===== src/rtl/keypad_scan_fifo.sv =====
// ROWS x COLS matrix keypad scanner with per-key debounce, press-event FIFO and bus registers.
// Optional interrupt output and CTRL[2] irq_enable are built when KEYPAD_SCAN_IRQ_EN is defined.
module keypad_scan_fifo #(
  parameter int unsigned ROWS           = 4,
  parameter int unsigned COLS           = 4,
  parameter int unsigned SCAN_DIV       = 1000,
  parameter int unsigned DEBOUNCE_TICKS = 4,
  parameter int unsigned FIFO_DEPTH     = 8
) (
  input  logic            clock,
  input  logic            reset,
  input  logic            Select,
  input  logic            Read_enable,
  input  logic            Write_enable,
  input  logic [3:0]      Address,
  input  logic [15:0]     Write_data,
  output logic [ROWS-1:0] Row,
  input  logic [COLS-1:0] Column,
  output logic [15:0]     Read_data_out
`ifdef KEYPAD_SCAN_IRQ_EN
  ,
  output logic            irq
`endif
);

  localparam int unsigned RW  = $clog2(ROWS);
  localparam int unsigned CLW = $clog2(COLS);
  localparam int unsigned DW  = $clog2(SCAN_DIV);
  localparam int unsigned PW  = $clog2(FIFO_DEPTH);
  localparam int unsigned NW  = PW + 1;

  localparam logic [3:0] DebTarget = 4'(DEBOUNCE_TICKS);

  localparam logic [1:0] StIdle     = 2'd0;
  localparam logic [1:0] StScan     = 2'd1;
  localparam logic [1:0] StDebPress = 2'd2;
  localparam logic [1:0] StHeld     = 2'd3;

  logic [DW-1:0]   div_q, div_d;
  logic            tick;
  logic [1:0]      state_q, state_d;
  logic [RW-1:0]   row_q, row_d;
  logic [CLW-1:0]  col_q, col_d;
  logic [3:0]      deb_q, deb_d, deb_next;
  logic [ROWS-1:0] row_out_q, row_out_d;
  logic            push;
  logic [5:0]      push_code;
  logic            col_any;
  logic [CLW-1:0]  col_low_idx;

  logic            enable_q, enable_d;
  logic            irq_en;
  logic            flush;
  logic            bus_rd, bus_wr, ctrl_wr, pop, status_clr;

  logic [5:0]      mem_q [FIFO_DEPTH];
  logic [PW-1:0]   wr_ptr_q, wr_ptr_d, rd_ptr_q, rd_ptr_d;
  logic [NW-1:0]   count_q, count_d;
  logic            ovf_q, ovf_d;
  logic            do_push, full, wr_ok, ovf_set, not_empty;

  logic [15:0]     rd_q, rd_d, rd_mux;

  logic            unused_wdata;
  assign unused_wdata = ^Write_data[15:2];

  // Bus decode
  assign bus_rd     = Select & Read_enable;
  assign bus_wr     = Select & Write_enable;
  assign ctrl_wr    = bus_wr && (Address == 4'h4);
  assign enable_d   = ctrl_wr ? Write_data[0] : enable_q;
  assign flush      = ctrl_wr & Write_data[1];
  assign not_empty  = (count_q != '0);
  assign pop        = bus_rd && (Address == 4'h0) && not_empty;
  assign status_clr = bus_rd && (Address == 4'h2);

`ifdef KEYPAD_SCAN_IRQ_EN
  logic irq_en_q, irq_en_d, irq_q;
  assign irq_en_d = ctrl_wr ? Write_data[2] : irq_en_q;
  assign irq_en   = irq_en_q;
  assign irq      = irq_q;

  always_ff @(posedge clock or negedge reset) begin
    if (!reset) begin
      irq_en_q <= 1'b0;
      irq_q    <= 1'b0;
    end else begin
      irq_en_q <= irq_en_d;
      irq_q    <= irq_en_q & (not_empty | ovf_q);
    end
  end
`else
  assign irq_en = 1'b0;
`endif

  // Scan divider
  assign tick  = enable_q && (div_q == DW'(SCAN_DIV - 1));
  assign div_d = (!enable_d || tick) ? '0 : div_q + DW'(1);

  // Lowest-indexed low column wins
  always_comb begin
    col_low_idx = '0;
    for (int i = int'(COLS) - 1; i >= 0; i--) begin
      if (!Column[i]) col_low_idx = CLW'(i);
    end
  end
  assign col_any  = ~&Column;
  assign deb_next = deb_q + 4'd1;

  always_comb begin
    state_d   = state_q;
    row_d     = row_q;
    col_d     = col_q;
    deb_d     = deb_q;
    push      = 1'b0;
    push_code = 6'(row_q) * 6'(COLS) + 6'(col_q);
    if (!enable_d) begin
      state_d = StIdle;
      row_d   = '0;
      deb_d   = '0;
    end else if (tick) begin
      unique case (state_q)
        StIdle: begin
          if (col_any) begin
            state_d = StScan;
            row_d   = '0;
          end
        end
        StScan: begin
          if (col_any) begin
            col_d = col_low_idx;
            deb_d = 4'd1;
            if (DEBOUNCE_TICKS == 1) begin
              push      = 1'b1;
              push_code = 6'(row_q) * 6'(COLS) + 6'(col_low_idx);
              state_d   = StHeld;
              deb_d     = '0;
            end else begin
              state_d = StDebPress;
            end
          end else if (row_q == RW'(ROWS - 1)) begin
            state_d = StIdle;
            row_d   = '0;
          end else begin
            row_d = row_q + RW'(1);
          end
        end
        StDebPress: begin
          if (!Column[col_q]) begin
            if (deb_next == DebTarget) begin
              push    = 1'b1;
              state_d = StHeld;
              deb_d   = '0;
            end else begin
              deb_d = deb_next;
            end
          end else begin
            state_d = StScan;
            deb_d   = '0;
          end
        end
        StHeld: begin
          if (Column[col_q]) begin
            if (deb_next == DebTarget) begin
              state_d = StIdle;
              row_d   = '0;
              deb_d   = '0;
            end else begin
              deb_d = deb_next;
            end
          end else begin
            deb_d = '0;
          end
        end
        default: ;
      endcase
    end
  end

  always_comb begin
    if (!enable_d) begin
      row_out_d = '1;
    end else if (state_d == StIdle) begin
      row_out_d = '0;
    end else begin
      row_out_d = ~(ROWS'(1) << row_d);
    end
  end

  // FIFO bookkeeping; flush beats a coincident push
  assign do_push = push && !flush;
  assign full    = (count_q == NW'(FIFO_DEPTH));
  assign wr_ok   = do_push && (!full || pop);
  assign ovf_set = do_push && full && !pop;

  always_comb begin
    wr_ptr_d = wr_ptr_q;
    rd_ptr_d = rd_ptr_q;
    count_d  = count_q;
    if (flush) begin
      wr_ptr_d = '0;
      rd_ptr_d = '0;
      count_d  = '0;
    end else begin
      if (wr_ok) wr_ptr_d = wr_ptr_q + PW'(1);
      if (pop)   rd_ptr_d = rd_ptr_q + PW'(1);
      unique case ({wr_ok, pop})
        2'b10:   count_d = count_q + NW'(1);
        2'b01:   count_d = count_q - NW'(1);
        default: count_d = count_q;
      endcase
    end
    ovf_d = ovf_set ? 1'b1 : (status_clr ? 1'b0 : ovf_q);
  end

  always_comb begin
    unique case (Address)
      4'h0:    rd_mux = not_empty ? {1'b1, 9'b0, mem_q[rd_ptr_q]} : 16'h0000;
      4'h2:    rd_mux = {8'b0, 5'(count_q), (state_q == StHeld), ovf_q, not_empty};
      4'h4:    rd_mux = {13'b0, irq_en, 1'b0, enable_q};
      default: rd_mux = 16'h0000;
    endcase
    rd_d = bus_rd ? rd_mux : rd_q;
  end

  always_ff @(posedge clock) begin
    if (wr_ok) mem_q[wr_ptr_q] <= push_code;
  end

  always_ff @(posedge clock or negedge reset) begin
    if (!reset) begin
      div_q     <= '0;
      state_q   <= StIdle;
      row_q     <= '0;
      col_q     <= '0;
      deb_q     <= '0;
      row_out_q <= '1;
      enable_q  <= 1'b1;
      wr_ptr_q  <= '0;
      rd_ptr_q  <= '0;
      count_q   <= '0;
      ovf_q     <= 1'b0;
      rd_q      <= '0;
    end else begin
      div_q     <= div_d;
      state_q   <= state_d;
      row_q     <= row_d;
      col_q     <= col_d;
      deb_q     <= deb_d;
      row_out_q <= row_out_d;
      enable_q  <= enable_d;
      wr_ptr_q  <= wr_ptr_d;
      rd_ptr_q  <= rd_ptr_d;
      count_q   <= count_d;
      ovf_q     <= ovf_d;
      rd_q      <= rd_d;
    end
  end

  assign Row           = row_out_q;
  assign Read_data_out = rd_q;

endmodule


===== config.mk =====
export PLATFORM = sky130hd
export DESIGN_NAME = keypad_scan_fifo
export DESIGN_NICKNAME = d
export VERILOG_FILES = /design/src/rtl/keypad_scan_fifo.sv
export SDC_FILE = /design/constraint.sdc
export NUM_CORES = 1
export LEC_CHECK = 0
export ABC_AREA = 1
export CORE_ASPECT_RATIO = 0.6
export CORE_MARGIN = 8
export CORE_UTILIZATION = 37
export CTS_BUF_LIST = sky130_fd_sc_hd__clkbuf_4 sky130_fd_sc_hd__clkbuf_8 sky130_fd_sc_hd__clkbuf_16
export DETAILED_ROUTE_END_ITERATION = 7
export PLACE_DENSITY = 0.63
export SLEW_MARGIN = 20
export SYNTH_ARGS = -nofsm -noshare
export SYNTH_HDL_FRONTEND = slang
export SYNTH_SLANG_ARGS = --single-unit

===== constraint.sdc =====
create_clock -name clock -period 2.95 [get_ports clock]
set_input_delay 0.59 -clock clock [delete_from_list [all_inputs] [get_ports clock]]
set_output_delay 0.59 -clock clock [all_outputs]
set_load 0.02 [all_outputs]

==> impl_summary.log, run 1 <==
[metrics] max_slew headroom: 62.2%
[metrics] Synth Warn #: 0
[metrics] hold violation count in the final report: 0
[metrics] post-place instance area: 4390 um^2
[metrics] setup TNS after final layout: 0 ns
[metrics] Post-synth ARST share: 57.9%
[metrics] clock latency on the worst-skew pair: 0.34 ns
[metrics] CTS clock-pin slew for the worst setup and hold paths: 0.06 ns
[metrics] core outline area: 10,400 um^2
[metrics] number of DRC markers in iteration 0: 193
[metrics] largest voltage drop on the vdd net: 483 uV
[metrics] weighted congestion at the end of routability-driven global placement: 0.855
[metrics] Unique masters post-synth: 41
[metrics] Clock Tree Buf Depth: 2
[metrics] post-CTS resize count: 0
[metrics] fillcell total: 1,011
[metrics] Via density: 4.90
[metrics] initial core utilization: 37.4%
[metrics] classification of the worst setup path: reg -> reg
[metrics] Synth Flop Type: sky130_fd_sc_hd__dfrtp_1
[metrics] critical path arrival: 2.85 ns
[metrics] diodes inserted: 0
[metrics] vias in the first global route: 3,178
[metrics] Area Overhead vs Synth: 19.9%
[metrics] setup bufs post-CTS: 0
[metrics] MaxCap Viol Count: 0
[metrics] Hold-fix buffers, CTS: 0
[metrics] antenna violations before repair: 0
[metrics] Setup-failing EPs final: 0
[metrics] root buffer cell: sky130_fd_sc_hd__clkbuf_16
[metrics] wirelength, routed: 8860 um
[metrics] Critical Path Max Stage Delay: 0.45 ns
[metrics] cell area after synthesis: 3900 um^2
[metrics] share of the synthesized area in the top cell type: 25.0%
[metrics] DRC violations left: 0
[metrics] Worst Setup SP: deb_q[0]
[metrics] setup repair after global routing missed its margin: no
[metrics] I/O pin cnt: 49
[metrics] Static Leak: 0.00212 uW
[metrics] data required time of the worst path: 3.17 ns
[metrics] Cells after Synth: 447
[metrics] layout cells sized above 1: 13.0%
[metrics] crit path buf inv count: 2
[metrics] Mean Syn Cell Area: 8.72 um^2
[metrics] Layout Nets: 532
[metrics] FP Rows: 29
[metrics] quantity of I/O buffers inserted on ports: 26
[metrics] Post-Route Skew: 0.00688 ns
[metrics] WL per Instance: 13.9 um
[metrics] number of vias after detailed routing: 3,124
[metrics] detailed-routing iteration count for the pre-antenna-repair pass: 4
[metrics] overall routing resource usage: 13.6%
[metrics] sequential-to-total area share from yosys stat: 53.0%
[metrics] max-slew violation count: 0
[metrics] final cycle utilization of the critical path: 88.9%
[metrics] run status: complete, no violations
[metrics] actual slew at the worst max-slew pin: 0.567 ns
[metrics] classification of the worst-slack hold path: in -> async
[metrics] final design area excluding fillers: 4670 um^2
[metrics] die width: 149 um
[metrics] cell mode on critical path: sky130_fd_sc_hd__nand2_1
[metrics] min cycle time layout: 2.62 ns
[metrics] leading post-synthesis cells by cell area: sky130_fd_sc_hd__dfrtp_1 25%, sky130_fd_sc_hd__edfxtp_1 25%, sky130_fd_sc_hd__nand2_1 11%
[metrics] count of flip-flops with a built-in enable after synthesis: 32
[metrics] cell accounting for the most synthesized area: sky130_fd_sc_hd__dfrtp_1
[metrics] die area: 14,200 um^2
[metrics] clock buffers created by TritonCTS: 9
[metrics] critical path, cell by cell: ha_1 -> nand2_1 -> nand2_1 -> nor2_2 -> nand3_1 -> nor2_4 -> nand2_1 -> nand2_1 -> inv_1 -> ha_1 -> a21oi_1 -> nand2_1 -> xor2_1 -> inv_1 -> nand2_1 -> nand2_1 -> nand3_1 -> nand2_1
[metrics] family of cells with the greatest summed delay on the critical path: simple AND/OR/NAND/NOR gates
[metrics] gr ovfl total: 0
[metrics] number of nets with antenna violations after routing: 0
[metrics] type of destination of the critical path: flip-flop
[metrics] worst flop-to-flop path startpoint: deb_q[0]
[metrics] CTS tree: built
[metrics] Final Core Density: 44.9%
[metrics] Die Y-Extent: 95.5 um
[metrics] htree depth: 3
[metrics] Crit Path Max Fanout: 5
[metrics] placed wire-length estimate: 6620 um
[metrics] maximum operating frequency: 382 MHz
[metrics] crit path max-delay cell type: sky130_fd_sc_hd__dfrtp_1
[metrics] pin count of the biggest net entering global routing: 45
[metrics] Worst Setup Start Kind: flip-flop
[metrics] first-pass GRT wire length: 15,400 um
[metrics] number of storage elements in the synthesis netlist: 76
[metrics] CTS sink count: 76
[metrics] Pwr Density: 618 nW/um^2
-- logic make-up after synthesis --
logic type      after synthesis  share of synthesized area, %
compound gates               58                          8.41
xor+xnor                      3                         0.674
fa+ha+maj                     9                          3.08
buf+inv                      64                          7.00
flops                        76                          53.0
other cells                   1                        0.0962
simple gates                236                          27.7
-- registers in the layout (all words and copies together) (netlist names), 3 cells and up --
register,count
div_q,10
rd_ptr_q,3
wr_ptr_q,3
mem_q,32
Row,4
Read_data_out,8
deb_q,4
count_q,4
-- report_power, final --
group / switching (uW) / total, uW / internal (uW)
Sequential: 101 / 1300 / 1190
Combinational: 344 / 557 / 213
Clock: 436 / 1040 / 603
Total: 881 / 2890 / 2010
-- worst paths after layout --
kind,endpoint,slack (ns),cells past startpoint
max,count_q[3],0.33,18
min,div_q[2],0.25,1
max reg2reg,count_q[3],0.33,18
min reg2reg,div_q[0],0.49,1
max in group asynchronous,wr_ptr_q[2],2.31,1
min in group clock,div_q[0],0.49,1
-- cells in the final DEF, fill, tap and decap left out, drive strengths merged --
master | synthesis | layout
inv | 51 | 52
a31o | 1 | 1
o22ai | 4 | 4
or2 | 1 | 1
o221ai | 2 | 2
clkdlybuf4s50 | 0 | 25
nand2 | 115 | 115
o211ai | 1 | 1
and3 | 1 | 1
nand3 | 37 | 37
edfxtp | 32 | 32
o31ai | 2 | 2
nor3 | 11 | 11
clkinv | 1 | 2
nand4 | 8 | 8
ha | 8 | 8
a32oi | 1 | 1
a21oi | 10 | 10
clkinvlp | 0 | 3
xor2 | 1 | 1
dfstp | 5 | 5
clkbuf | 3 | 11
buf | 9 | 16
conb | 1 | 8
nor2 | 60 | 60
xnor2 | 2 | 2
fa | 1 | 1
o21ai | 33 | 33
o21a | 4 | 4
dfrtp | 39 | 39
nor3b | 3 | 3
-- cell type report --
| cell class | instances | area, um^2 | area share, % |
|---|---|---|---|
| clock buffers | 11 | 246 | 5.27 |
| clock inverters | 5 | 36.3 | 0.776 |
| inverters | 52 | 195 | 4.18 |
| multi-input cells | 314 | 1580 | 33.9 |
| flip-flops and latches | 76 | 2070 | 44.2 |
| well taps | 139 | 174 | 3.72 |
| repair buffers | 41 | 370 | 7.92 |
-- metal layers --
| metal | global-route usage [%] | share of wire, % |
|---|---|---|
| met5 | 0 | 0 |
| met4 | 3.88 | 0.91 |
| met3 | 3.51 | 4.9 |
| met2 | 21.6 | 45 |
| met1 | 18.2 | 49 |
-- cell usage after synthesis (7+ instances only) --
cell,count
sky130_fd_sc_hd__a21oi_1,10
sky130_fd_sc_hd__buf_4,8
sky130_fd_sc_hd__dfrtp_1,39
sky130_fd_sc_hd__edfxtp_1,32
sky130_fd_sc_hd__ha_1,8
sky130_fd_sc_hd__inv_1,45
sky130_fd_sc_hd__nand2_1,112
sky130_fd_sc_hd__nand3_1,34
sky130_fd_sc_hd__nand4_1,7
sky130_fd_sc_hd__nor2_1,49
sky130_fd_sc_hd__nor2_2,8
sky130_fd_sc_hd__nor3_1,9
sky130_fd_sc_hd__o21ai_0,32
-- metrics by stage --
stage | setup WS, ns | power (uW) | hold WS (ns) | cells
2_1_floorplan | 0.533 | 1670 | 0.294 | 454
3_3_place_gp | 0.0555 | 1850 | 0.467 | 622
3_5_place_dp | -0.00138 | 1870 | 0.481 | 622
4_1_cts | 0.339 | 2910 | 0.457 | 638
5_1_grt | 0.0818 | 3060 | 0.300 | 638
6_report | 0.329 | 2890 | 0.245 | 638
-- worst register-to-register path, cell delays in order (launching register included) --
cell	delay (ns)
sky130_fd_sc_hd__dfrtp_1	0.45
sky130_fd_sc_hd__ha_1	0.25
sky130_fd_sc_hd__nand2_1	0.10
sky130_fd_sc_hd__nand2_1	0.07
sky130_fd_sc_hd__nor2_2	0.13
sky130_fd_sc_hd__nand3_1	0.14
sky130_fd_sc_hd__nor2_4	0.11
sky130_fd_sc_hd__nand2_1	0.08
sky130_fd_sc_hd__nand2_1	0.10
sky130_fd_sc_hd__inv_1	0.08
sky130_fd_sc_hd__ha_1	0.32
sky130_fd_sc_hd__a21oi_1	0.15
sky130_fd_sc_hd__nand2_1	0.07
sky130_fd_sc_hd__xor2_1	0.18
sky130_fd_sc_hd__inv_1	0.06
sky130_fd_sc_hd__nand2_1	0.06
sky130_fd_sc_hd__nand2_1	0.05
sky130_fd_sc_hd__nand3_1	0.06
sky130_fd_sc_hd__nand2_1	0.06
(Power assumes the default switching activity.)
==> run 2, diff against run 1 <==
CAP_MARGIN = 30   (was not set)
CTS_CLUSTER_DIAMETER = 120   (was not set)
REMOVE_ABC_BUFFERS = 1   (was not set)
==> run 2 against run 1 <==
Sequential power about the same. Register-to-register slack improved by 0.09 ns. Global-route usage decreased by 0.11 points. Critical path depth increased by 1. Sequential share of layout area decreased by 0.65 points. Cell count increased by 0.63%. First-iteration DRC count decreased by 11%. Clock skew decreased by 0.00063 ns. Design area increased by 1.5%. Total power increased by 3.4%.
==> impl_summary.log, run 2 (synthesized netlist as in run 1, its figures left out) <==
[metrics] run status: complete, no violations (unchanged)
[metrics] Post-Route Skew: 0.00625 ns (was 0.00688 ns)
[metrics] Setup-failing EPs final: 0 (unchanged)
[metrics] crit path max-delay cell type: sky130_fd_sc_hd__clkdlybuf4s50_1 (was sky130_fd_sc_hd__dfrtp_1)
[metrics] antenna violations before repair: 0 (unchanged)
[metrics] quantity of I/O buffers inserted on ports: 26 (unchanged)
[metrics] post-CTS resize count: 0 (unchanged)
[metrics] critical path arrival: 2.83 ns (was 2.85 ns)
[metrics] r2r worst-path depth: 18 (unchanged)
[metrics] number of vias after detailed routing: 3,115 (was 3,124)
[metrics] Static Leak: 0.00217 uW (was 0.00212 uW)
[metrics] clock buffers created by TritonCTS: 9 (unchanged)
[metrics] commonest non-fill, non-tap cell in the layout: sky130_fd_sc_hd__nand2_1 (unchanged)
[metrics] worst flop-to-flop path startpoint: col_q[0] (was deb_q[0])
[metrics] data required time of the worst path: 3.18 ns (was 3.17 ns)
[metrics] hold violation count in the final report: 0 (unchanged)
[metrics] FP Rows: 29 (unchanged)
[metrics] Clock Tree Buf Depth: 2 (unchanged)
[metrics] number of nets with antenna violations after routing: 0 (unchanged)
[metrics] I/O pin cnt: 49 (unchanged)
[metrics] Worst Setup Start Kind: primary input (was flip-flop)
[metrics] cell mode on critical path: sky130_fd_sc_hd__nand2_1 (unchanged)
[metrics] pin count of the biggest net entering global routing: 31 (was 45)
[metrics] clock latency on the worst-skew pair: 0.34 ns (about the same)
[metrics] setup bufs post-CTS: 0 (unchanged)
[metrics] maximum operating frequency: 385 MHz (was 382 MHz)
[metrics] post-route worst hold slack: 0.157 ns (was 0.245 ns)
[metrics] max_slew headroom: 63.8% (was 62.2%)
[metrics] htree depth: 3 (unchanged)
[metrics] layout cells sized above 1: 13.5% (was 13.0%)
[metrics] commonest cells after routing, fill and taps aside: 112 x sky130_fd_sc_hd__nand2_1, 49 x sky130_fd_sc_hd__nor2_1, 45 x sky130_fd_sc_hd__inv_1, 39 x sky130_fd_sc_hd__dfrtp_1, 34 x sky130_fd_sc_hd__nand3_1 (unchanged)
[metrics] die area: 14,200 um^2 (unchanged)
[metrics] register with the most flip-flops: mem_q (unchanged)
[metrics] root buffer cell: sky130_fd_sc_hd__clkbuf_16 (unchanged)
[metrics] final cycle utilization of the critical path: 88.1% (was 88.9%)
[metrics] placed wire-length estimate: 6830 um (was 6620 um)
[metrics] WL per Instance: 14.1 um (was 13.9 um)
[metrics] minimum setup slack after placement: -0.0124 ns (was -0.00138 ns)
[metrics] DRC violations left: 0 (unchanged)
[metrics] register-to-register path setup slack: 0.42 ns (was 0.33 ns)
[metrics] CTS clock-pin slew for the worst setup and hold paths: 0.06 ns (about the same)
[metrics] worst path setup slack after routing: 0.351 ns (was 0.329 ns)
[metrics] wirelength, routed: 9030 um (was 8860 um)
[metrics] setup repair after global routing missed its margin: no (unchanged)
[metrics] number of flip-flops in the largest register: 32 (unchanged)
[metrics] classification of the worst setup path: in -> reg (was reg -> reg)
[metrics] setup TNS after final layout: 0 ns (unchanged)
[metrics] diodes inserted: 0 (unchanged)
[metrics] Area Overhead vs Synth: 21.7% (was 19.9%)
[metrics] weighted congestion at the end of routability-driven global placement: 0.853 (was 0.855)
[metrics] first-pass GRT wire length: 14,900 um (was 15,400 um)
[metrics] Via density: 4.85 (was 4.90)
[metrics] terminus of the critical flop-to-flop path: count_q[3] (unchanged)
[metrics] max-slew violation count: 0 (unchanged)
[metrics] Die Y-Extent: 95.5 um (unchanged)
[metrics] classification of the worst-slack hold path: in -> async (unchanged)
[metrics] vias in the first global route: 3,050 (was 3,178)
[metrics] gr ovfl total: 0 (unchanged)
[metrics] die width: 149 um (unchanged)
[metrics] CTS sink count: 76 (unchanged)
[metrics] critical path, cell by cell: clkdlybuf4s50_1 -> inv_1 -> nor2_2 -> buf_4 -> nand4_2 -> nand3_1 -> nor2_4 -> nand2_1 -> nand2_1 -> inv_1 -> ha_1 -> a21oi_1 -> nand2_1 -> xor2_1 -> inv_1 -> nand2_1 -> nand2_1 -> nand3_1 -> nand2_1 (was ha_1 -> nand2_1 -> nand2_1 -> nor2_2 -> nand3_1 -> nor2_4 -> nand2_1 -> nand2_1 -> inv_1 -> ha_1 -> a21oi_1 -> nand2_1 -> xor2_1 -> inv_1 -> nand2_1 -> nand2_1 -> nand3_1 -> nand2_1)
[metrics] footprint of the multi-input gates: 1580 um^2 (unchanged)
[metrics] detailed-routing iteration count for the pre-antenna-repair pass: 4 (unchanged)
[metrics] core outline area: 10,400 um^2 (unchanged)
[metrics] Worst Setup SP: Address[2] (was deb_q[0])
[metrics] Critical Path Max Stage Delay: 0.46 ns (was 0.45 ns)
[metrics] Crit Path Max Fanout: 3 (was 5)
[metrics] fillcell total: 1,002 (was 1,011)
[metrics] Sequential cell area: 2070 um^2 (unchanged)
[metrics] overall routing resource usage: 13.5% (was 13.6%)
[metrics] number of DRC markers in iteration 0: 171 (was 193)
[metrics] largest voltage drop on the vdd net: 369 uV (was 483 uV)
[metrics] type of destination of the critical path: flip-flop (unchanged)
[metrics] Layout Nets: 536 (was 532)
[metrics] CTS tree: built (unchanged)
[metrics] actual slew at the worst max-slew pin: 0.543 ns (was 0.567 ns)
[metrics] Pwr Density: 630 nW/um^2 (was 618 nW/um^2)
[metrics] min cycle time layout: 2.60 ns (was 2.62 ns)
[metrics] CP Capture Point: count_q[3] (unchanged)
[metrics] initial core utilization: 37.4% (unchanged)
[metrics] MaxCap Viol Count: 0 (unchanged)
[metrics] Hold-fix buffers, CTS: 0 (unchanged)
[metrics] overall power after layout: 2990 uW (was 2890 uW)
## run 2: area by class of cell
cell class / instances / area share, %
clock buffer: 12 / 5.59
clock inverter: 4 / 1.00
inverter: 52 / 4.11
multi-input combinational: 314 / 33.4
sequential: 76 / 43.6
tap: 139 / 3.67
timing repair buffer: 45 / 8.65
## run 2: power breakdown
group | internal [uW] | switching (uW) | leakage [uW] | total [uW]
Clock | 722 | 420 | 0.000156 | 1140
Sequential | 1190 | 115 | 0.000877 | 1310
Combinational | 212 | 327 | 0.00114 | 539
## run 2: worst min-delay path by stage
stage                           startpoint          endpoint  depth (start not counted)
after CTS                            reset  Read_data_out[3]                          1
after global placement    Read_data_out[4]  Read_data_out[4]                          2
after floorplan                      reset  Read_data_out[0]                          0
final                                reset  Read_data_out[3]                          1
after global routing                 reset  Read_data_out[3]                          1
after detailed placement  Read_data_out[0]  Read_data_out[0]                          2
## run 2: critical path, delay by kind of cell
family / cells / cell delay [ns]
xor+xnor: 1 / 0.19
simple gates: 11 / 0.80
buf+inv: 5 / 0.82
compound gates: 1 / 0.15
fa+ha+maj: 1 / 0.26
## run 2: layer usage
metal  track usage, %  wire [um]
met1             18.1       4490
met5                0          0
met3             4.03        564
met2             20.7       3910
met4             4.30         76
## run 2: through the flow
step / utilization, % / cells / area [um^2]
after floorplan: - / 442 / 3850
after global placement: 42.4 / 625 / 4410
after detailed placement: 42.6 / 626 / 4430
after CTS: 45.6 / 642 / 4740
after global routing: 45.6 / 642 / 4740
final: 45.6 / 642 / 4740
